$ cat src/rtl/fifo_ctrl.sv
// ---------------------------------------------------------------------------
// fifo_ctrl
//
// Purpose:
//   Control and storage stage of an 8-entry, 32-bit FIFO. Each rising edge
//   it decides one operation from the sampled write/read requests and the
//   current occupancy. It then updates the head/tail pointers, the storage
//   array, the occupancy count and the registered read data. The registered
//   operation code and occupancy feed the downstream flag decoder (fifo_out).
//
// Ports:
//   clk         in   1      sole clock, all state changes on the rising edge
//   reset       in   1      synchronous, active-high reset
//   wr_en       in   1      write request, sampled each rising edge
//   rd_en       in   1      read request, sampled each rising edge
//   din         in   WIDTH  write data, sampled together with wr_en
//   state       out  3      registered code of the operation just performed
//   data_count  out  4      registered post-operation occupancy, 0..DEPTH
//   dout        out  WIDTH  registered read data, updated only on READ
//
// Operation codes:
//   INIT=000  WRITE=001  READ=010  WR_ERROR=101  RD_ERROR=110  NO_OP=111
//   The codes 011 and 100 are never produced.
// ---------------------------------------------------------------------------
module fifo_ctrl #(
    parameter int DEPTH = 8,
    parameter int WIDTH = 32
) (
    input  logic             clk,
    input  logic             reset,
    input  logic             wr_en,
    input  logic             rd_en,
    input  logic [WIDTH-1:0] din,
    output logic [2:0]       state,
    output logic [3:0]       data_count,
    output logic [WIDTH-1:0] dout
);

    localparam int PTR_W = $clog2(DEPTH);

    localparam logic [2:0] ST_INIT     = 3'b000;
    localparam logic [2:0] ST_WRITE    = 3'b001;
    localparam logic [2:0] ST_READ     = 3'b010;
    localparam logic [2:0] ST_WR_ERROR = 3'b101;
    localparam logic [2:0] ST_RD_ERROR = 3'b110;
    localparam logic [2:0] ST_NO_OP    = 3'b111;

    localparam logic [3:0] COUNT_FULL  = 4'(DEPTH);
    localparam logic [3:0] COUNT_EMPTY = 4'd0;

    logic [WIDTH-1:0] r_mem [0:DEPTH-1];
    logic [PTR_W-1:0] r_headPtr;
    logic [PTR_W-1:0] r_tailPtr;
    logic [3:0]       r_count;
    logic [2:0]       r_state;
    logic [WIDTH-1:0] r_dout;

    logic [2:0]       w_nextState;
    logic             w_doWrite;
    logic             w_doRead;
    logic             w_isFull;
    logic             w_isEmpty;

    // Occupancy-derived conditions used by the request arbitration below.
    assign w_isFull  = (r_count == COUNT_FULL);
    assign w_isEmpty = (r_count == COUNT_EMPTY);

    // Request arbitration. A lone write or a lone read is performed if the
    // occupancy allows it and is otherwise reported as an error. Simultaneous
    // requests, or no request at all, are treated as a single no-op and never
    // as an error. The decision depends only on the sampled requests and on
    // the registered occupancy, so at most one of doWrite/doRead is ever set.
    always_comb begin
        w_nextState = ST_NO_OP;
        w_doWrite   = 1'b0;
        w_doRead    = 1'b0;
        if (wr_en && !rd_en) begin
            if (w_isFull) begin
                w_nextState = ST_WR_ERROR;
            end else begin
                w_nextState = ST_WRITE;
                w_doWrite   = 1'b1;
            end
        end else if (rd_en && !wr_en) begin
            if (w_isEmpty) begin
                w_nextState = ST_RD_ERROR;
            end else begin
                w_nextState = ST_READ;
                w_doRead    = 1'b1;
            end
        end
    end

    // Storage array. It has no reset: contents are only meaningful between
    // the pointers, and leaving it unreset keeps it mappable to plain RAM.
    // A reset edge suppresses the write so a request that arrives together
    // with reset is discarded as a whole.
    always_ff @(posedge clk) begin
        if (!reset && w_doWrite) begin
            r_mem[r_tailPtr] <= din;
        end
    end

    // Control registers: operation code, pointers, occupancy and read data.
    // The pointers are exactly PTR_W bits wide, so incrementing past the last
    // entry wraps to entry 0 without any extra compare. The read data register
    // is loaded only by a successful read and holds its value otherwise.
    always_ff @(posedge clk) begin
        if (reset) begin
            r_state   <= ST_INIT;
            r_count   <= COUNT_EMPTY;
            r_headPtr <= '0;
            r_tailPtr <= '0;
            r_dout    <= '0;
        end else begin
            r_state <= w_nextState;
            if (w_doWrite) begin
                r_tailPtr <= r_tailPtr + PTR_W'(1);
                r_count   <= r_count + 4'd1;
            end
            if (w_doRead) begin
                r_dout    <= r_mem[r_headPtr];
                r_headPtr <= r_headPtr + PTR_W'(1);
                r_count   <= r_count - 4'd1;
            end
        end
    end

    assign state      = r_state;
    assign data_count = r_count;
    assign dout       = r_dout;

endmodule

$ cat config.mk
export PLATFORM = sky130hd
export DESIGN_NAME = fifo_ctrl
export DESIGN_NICKNAME = d
export VERILOG_FILES = /design/src/rtl/fifo_ctrl.sv
export SDC_FILE = /design/constraint.sdc
export NUM_CORES = 1
export LEC_CHECK = 0
export ABC_CLOCK_PERIOD_IN_PS = 7700
export BUFFER_PORTS_ARGS = -buffer_cell sky130_fd_sc_hd__buf_2
export CAP_MARGIN = 30
export CORE_UTILIZATION = 39
export DETAILED_ROUTE_END_ITERATION = 10
export GPL_ROUTABILITY_DRIVEN = 0
export GPL_TIMING_DRIVEN = 0
export PLACE_DENSITY = 0.66
export SLEW_MARGIN = 20
export SYNTH_ARGS = -nofsm -noshare
export SYNTH_HDL_FRONTEND = slang
export SYNTH_SLANG_ARGS = --single-unit
export TNS_END_PERCENT = 20
$ cat constraint.sdc
create_clock -name clk -period 7.7 [get_ports clk]
set_input_delay 1.54 -clock clk [delete_from_list [all_inputs] [get_ports clk]]
set_output_delay 1.54 -clock clk [all_outputs]
set_load 0.05 [all_outputs]
==> results of run 1 <==
==> sequential cells by signal, summed over array words and instances, names as in the netlist <==
| register | cells |
|---|---|
| r_tailPtr | 3 |
| state | 3 |
| dout | 32 |
| data_count | 4 |
| r_headPtr | 3 |
| r_mem | 256 |
==> layout by cell type (no fill, tap or decap), drive strengths merged <==
master    instances
bufinv            4
edfxtp          256
mux4             64
clkbuf           48
nand3b            1
nor4b             1
xnor2             6
fa                1
or4               1
clkinvlp          2
nor2b             3
a21o              1
and2              1
inv               4
dfxtp            45
or4b              1
nor2             48
nand2             9
buf             122
nor4              1
nand3             4
o22ai            32
ha                4
mux2              1
mux2i             2
a21oi             3
a2bb2oi           1
a211oi            1
nor3             36
xor2              1
clkinv           11
==> metal layers <==
metal	up-vias	track usage (%)	part of all wire [%]
li1	2533	-	-
met5	-	0	0.11
met2	183	28.1	50
met3	51	3.12	5.9
met4	4	5.01	2.5
met1	2991	21.9	42
==> worst max-delay path: cells and delay by family <==
kind / cells / cell delay, ns
and+or+nand+nor: 2 / 0.67
AOI/OAI and AO/OA: 2 / 0.36
muxes: 2 / 0.56
adders and majority gates: 1 / 0.30
buffers and inverters: 3 / 0.68
==> synth_stat cells <==
library cell	n	share of area, %
or4b_1	1	0.090
buf_4	1	0.067
edfxtp_1	256	69
nor4_1	1	0.056
ha_1	4	0.45
nand3_1	2	0.090
nor2_1	48	1.6
nor2b_1	3	0.17
mux2i_1	2	0.18
a211oi_1	1	0.067
buf_1	1	0.034
nor4b_1	1	0.079
mux2_1	1	0.10
clkbuf_1	9	0.30
a21o_1	1	0.067
nor3_2	7	0.63
and2_4	1	0.079
or4_4	1	0.10
buf_6	7	0.71
nand3b_1	1	0.067
xor2_1	1	0.079
inv_1	3	0.10
o22ai_1	32	1.8
dfxtp_1	45	8.1
a21oi_1	3	0.13
mux4_2	64	13
inv_2	1	0.034
fa_1	1	0.18
nand3_2	2	0.18
nand2_2	1	0.056
buf_2	10	0.45
xnor2_1	6	0.47
a2bb2oi_1	1	0.079
nand2_1	8	0.27
nor3_1	29	1.3
==> power groups by stage <==
stage	clock (W)	combinational [W]	sequential (W)
floorplan	0	0.000222	0.00198
global placement	0	0.000438	0.00187
detailed placement	0	0.000453	0.00187
CTS	0.00150	0.000455	0.00184
global route	0.00156	0.000482	0.00184
finish	0.00148	0.000448	0.00184
==> final timing paths <==
check                start       endpoint  slack, ns  depth (start not counted)
min reg2reg       dout[22]       dout[22]       0.49                          2
min               dout[22]       dout[22]       0.49                          2
max reg2reg  data_count[3]  data_count[3]       4.88                          9
max                  wr_en  data_count[3]       4.03                         10
==> cell type report <==
class	count	area (um2)	area share [%]
sequential	301	8590	64.5
multi-input combinational	223	2430	18.2
clock buffer	39	836	6.27
timing repair buffer	103	631	4.73
tap	378	473	3.55
clock inverter	17	181	1.36
buffer	28	174	1.31
inverter	4	15.0	0.113
==> metrics by stage <==
stage          std cells  total power [W]  setup TNS (ns)  setup slack (ns)
6_report            1093          0.00377               0              4.03
5_1_grt             1093          0.00389               0              3.89
4_1_cts             1093          0.00379               0              4.07
3_5_place_dp        1037          0.00233               0              3.51
3_3_place_gp        1008          0.00231         -104.28             -1.74
2_1_floorplan        556          0.00220               0              1.85
==> kinds of logic after synthesis <==
kind of cell	Yosys count	synth area share, %
flip-flops	301	77.0
AND/OR/NAND/NOR	106	4.78
multiplexers	67	13.2
AO/OA/AOI/OAI	38	2.14
buffers and inverters	32	1.69
XOR/XNOR	7	0.550
adder cells (fa/ha/maj)	5	0.628
==> results.md, run 1 <==
- Initial antenna violation count: 3
- Slew Limit Fails: 0
- Core Footprint: 0.0279 mm2
- Clock skew: 0.0141 ns
- Net Switching: 0.000899 W
- Vias in the first global route: 6104
- Sequential area share after synthesis: 77.0%
- Syn nets: 597
- Register share of total power: 48.8%
- Final nets: 732
- Drt via density: 5.27
- Grt ovf: 0
- Crit path kind: in -> reg
- Clock Tree Buf Depth: 3
- First-pass GRT wire length: 35.7 mm
- Routed WL: 23.8 mm
- Unique cell type count in the Yosys netlist: 35
- WL per Instance: 21.7 um
- Die area: 0.0293 mm2
- Final period util: 47.7%
- Area after DPL: 0.0123 mm2
- Mapped cell area: 0.0112 mm2
- Pwr dens: 283 mW/mm2
- Startpoint types: input pin
- Worst-Margin Slew: 0.837 ns
- Diodes inserted: 0
- Worst-path fanout max: 11
- Clock power share: 39.3%
- LEAKAGE: 4.44 nW
- Max incr delay on CP: 0.50 ns
- GRT Util Overall: 16.7%
- H-tree lvl count: 1
- Root buf cell: clkbuf_16
- Sw frac: 23.9%
- Yosys warnings: 0
- CP max-delay cell: nor2b_1
- I/O pin count: 75
- Vias: 5762
- Critical Path End Type: flop
- P_int: 0.00287 W
- Hold crit path type: reg -> reg
- Input/output buffers: 74
- Detail Route Antenna Nets: 0
- Relative slew slack: 44.2%
- Syn-to-layout area delta: 19.5%
- Clk slew on worst S/H paths: 0.06 ns
- Hold Slack: 0.488 ns
- Gate Count Post-Synth: 556
- Initial core utilization: 39.9%
- Final Hold Violating Endpoints: 0
- Site Rows: 61
- Setup violators final: 0
- Seq cells post-synth: 301
- Most common cell on crit path: buf_2
- Largest net degree at the start of global routing: 18
- DRC violations left: 0
- Worst vdd ir: 167 uV
- RSZ-0062 raised after global routing: false
- WP data required: 8.14 ns
- CTS tree: built
- Fmax: 273 MHz
- Die H: 171 um
- TritonRoute pass-1 iters: 7
- Cells along the critical path: buf_2 > nor2b_1 > nand2_2 > inv_2 > buf_2 > ha_1 > a21o_1 > a21oi_1 > mux2i_1 > mux2_1
- CTS buffer count: 30
- Post-route cell area: 0.0133 mm2
- Sink Count: 301
- Fillers: 2347
- Mapped Avg Cell Area: 20.1 um2
- Share of total power in combinational logic: 11.9%
- CP arrival: 4.10 ns
- HPWL Detailed: 15.5 mm
- Drt initial violations: 538
- Final Util: 47.7%
- Clk Latency, worst-skew pair: 0.55 ns
- Hold-fix buffers at CTS: 0
- Post-CTS Setup Bufs: 0
- Outcome: finished, final reports clean
- Min cycle time layout: 3.67 ns
- Die width: 171 um
- Layout cells sized above 1: 35.0%
- Cts repair resizes: 0
- MaxCap Viol Count: 0
Power figures use the tool's default switching activity.
==> run 2: changes to the inputs <==
--- a/config.mk
+++ b/config.mk
@@ -5,7 +5,8 @@
 export SDC_FILE = /design/constraint.sdc
 export NUM_CORES = 1
 export LEC_CHECK = 0
-export ABC_CLOCK_PERIOD_IN_PS = 7700
+export ABC_AREA = 1
+export ABC_CLOCK_PERIOD_IN_PS = 3400
 export BUFFER_PORTS_ARGS = -buffer_cell sky130_fd_sc_hd__buf_2
 export CAP_MARGIN = 30
 export CORE_UTILIZATION = 39
==> constraint.sdc (replaced) <==
create_clock -name clk -period 3.4 [get_ports clk]
set_input_delay 0.68 -clock clk [delete_from_list [all_inputs] [get_ports clk]]
set_output_delay 0.68 -clock clk [all_outputs]
set_load 0.05 [all_outputs]
==> results.md, run 2 <==
- Outcome: finished, final reports clean
- WP data required: 3.65 ns
- Vias in the first global route: 8345
- Die H: 182 um
- Grt ovf: 0
- Top-count cell post-synth: nand2_1
- Root buf cell: clkbuf_16
- Metal2 WL: 15.9 mm
- Critical Path End Type: flop
- Unique cell type count in the Yosys netlist: 24
- Simple-gate area share of the yosys netlist: 17.9%
- Input/output buffers: 74
- Routed WL: 31.7 mm
- Syn nets: 1291
- Placement Setup Slack: 0.561 ns
- CP arrival: 2.63 ns
- Syn-to-layout area delta: 16.5%
- Slew Limit Fails: 0
- GRT Util Overall: 19.0%
- CTS buffer count: 29
- TritonRoute pass-1 iters: 6
- Adder-Cell Fraction of Synth Area: 0.554%
- Setup WS post-layout: 1.02 ns
- H-tree lvl count: 1
- Largest net degree at the start of global routing: 21
- Relative slew slack: 47.5%
- Startpoint types: flop
- Fmax: 420 MHz
- Asr flop ratio synth: 0%
- Clock skew: 0.0151 ns
- Mapped Avg Cell Area: 10.1 um2
- Min cycle time layout: 2.38 ns
- Commonest non-fill, non-tap cell in the layout: nand2_1
- Site Rows: 65
- Cts repair resizes: 0
- Drt initial violations: 695
- Clk slew on worst S/H paths: 0.06 ns
- Area after DPL: 0.0138 mm2
- Post-route cell area: 0.0147 mm2
- LEAKAGE: 6.53 nW
- Final nets: 1406
- Largest cells by area after synthesis: edfxtp_1 (61%), nand2_1 (9.2%), inv_1 (8.0%), nand3_1 (7.8%), dfxtp_1 (7.1%)
- First-pass GRT wire length: 47.5 mm
- Die width: 182 um
- Hold-fix buffers at CTS: 0
- Core Footprint: 0.0317 mm2
- Largest register FFs: 256
- Pwr Total: 0.00828 W
- Met3 WL post-DR: 2.00 mm
- Seq cells post-synth: 301
- Worst vdd ir: 417 uV
- Final Util: 46.5%
- Post-CTS Setup Bufs: 0
- EDFF count, synth: 256
- Mapped cell area: 0.0127 mm2
- Setup violators final: 0
- Vias: 8742
- Yosys warnings: 0
- Worst-Margin Slew: 0.787 ns
- Initial core utilization: 39.9%
- Clock Tree Buf Depth: 3
- Synth cell count leaders: nand2_1 (309), inv_1 (270), edfxtp_1 (256)
- HPWL Detailed: 20.4 mm
- Most flops, register: r_mem
- RSZ-0062 raised after global routing: false
- Crit path kind: reg -> reg
- Largest family of logic cells by synthesized area: simple AND/OR/NAND/NOR gates
- Cell taking the most area after synthesis: edfxtp_1
- Top_reg_cell synth: edfxtp_1
- Post-synthesis compound-gate area fraction: 2.97%
- Final Hold Violating Endpoints: 0
- Die area: 0.0332 mm2
- Post-synth top area share: 60.7%
- Drt via density: 4.88
- Final period util: 70.0%
- Pwr dens: 562 mW/mm2
- Most frequent cells in the layout: nand2_1 (309), inv_1 (270), edfxtp_1 (256), nand3_1 (196), buf_2 (114)
- CTS tree: built
- WL per Instance: 17.7 um
- Fillers: 2858
- Sink Count: 301
- Synth Area in XOR/XNOR: 0.0692%
- Initial antenna violation count: 3
- MaxCap Viol Count: 0
- DRC violations left: 0
- Uppermost layer routed: met5
- Met1 Wirelength: 13.2 mm
- Hold crit path type: in -> reg
- I/O pin count: 75
- Sequential area share after synthesis: 67.9%
- Gate Count Post-Synth: 1250
- Layout cells sized above 1: 13.2%
- Clk Latency, worst-skew pair: 0.55 ns
- Detail Route Antenna Nets: 0
- Post-synthesis mux area share: 0%
- Worst-path fanout max: 17
run 2: layout make-up:
cell class,instances,area [um2],area share [%]
diodes,1,2.50,0.0170
plain buffers,60,319,2.16
clock buffers,47,855,5.80
clock inverters,7,40.0,0.272
inverters,273,1020,6.95
multi-input cells,616,2780,18.9
flip-flops and latches,301,8590,58.3
well taps,402,503,3.41
repair buffers,84,623,4.23
run 2: cell families (layout without fill, tap and decap cells):
group,Yosys count,in the layout
AND/OR/NAND/NOR,535,535
buffers and inverters,333,471
flip-flops,301,301
AO/OA/AOI/OAI,75,75
adder cells (fa/ha/maj),5,5
XOR/XNOR,1,1
other,0,1
run 2: critical path, stage by stage (launching register included):
cell and delay (ns):
dfxtp_1 0.41, nor2_1 0.09, nand2_1 0.09, nand2_1 0.11, nor2_1 0.18, nand2_1 0.27, nor2_4 0.67, buf_16 0.25
run 2: worst paths after layout:
| check | end | slack (ns) | start | depth (start not counted) |
|---|---|---|---|---|
| worst max register to register | r_mem[7][13] | 1.02 | data_count[1] | 7 |
| worst max-delay path | r_mem[7][13] | 1.02 | data_count[1] | 7 |
| worst min register to register | dout[14] | 0.52 | dout[14] | 2 |
| worst min-delay path | state[0] | 0.39 | wr_en | 3 |
run 2: power breakdown:
group / leakage (nW) / internal (W) / total (W) / switching (W)
Combinational: 3.41 / 0.000294 / 0.00111 / 0.000817
Sequential: 2.68 / 0.00409 / 0.00414 / 0.0000486
Clock: 0.437 / 0.00171 / 0.00303 / 0.00132
run 2: per-stage QoR:
step	instances	TNS, ns	hold slack (ns)
floorplan	1250	0	0.478
global placement	1726	-293.20	0.497
detailed placement	1736	0	0.507
CTS	1790	0	0.376
global route	1791	0	0.390
finish	1791	0	0.387
run 2: layer usage:
metal	up-vias	track usage (%)
met5	-	0
met4	4	4.37
met3	50	2.91
met2	286	34.0
met1	4167	24.1
li1	4235	-
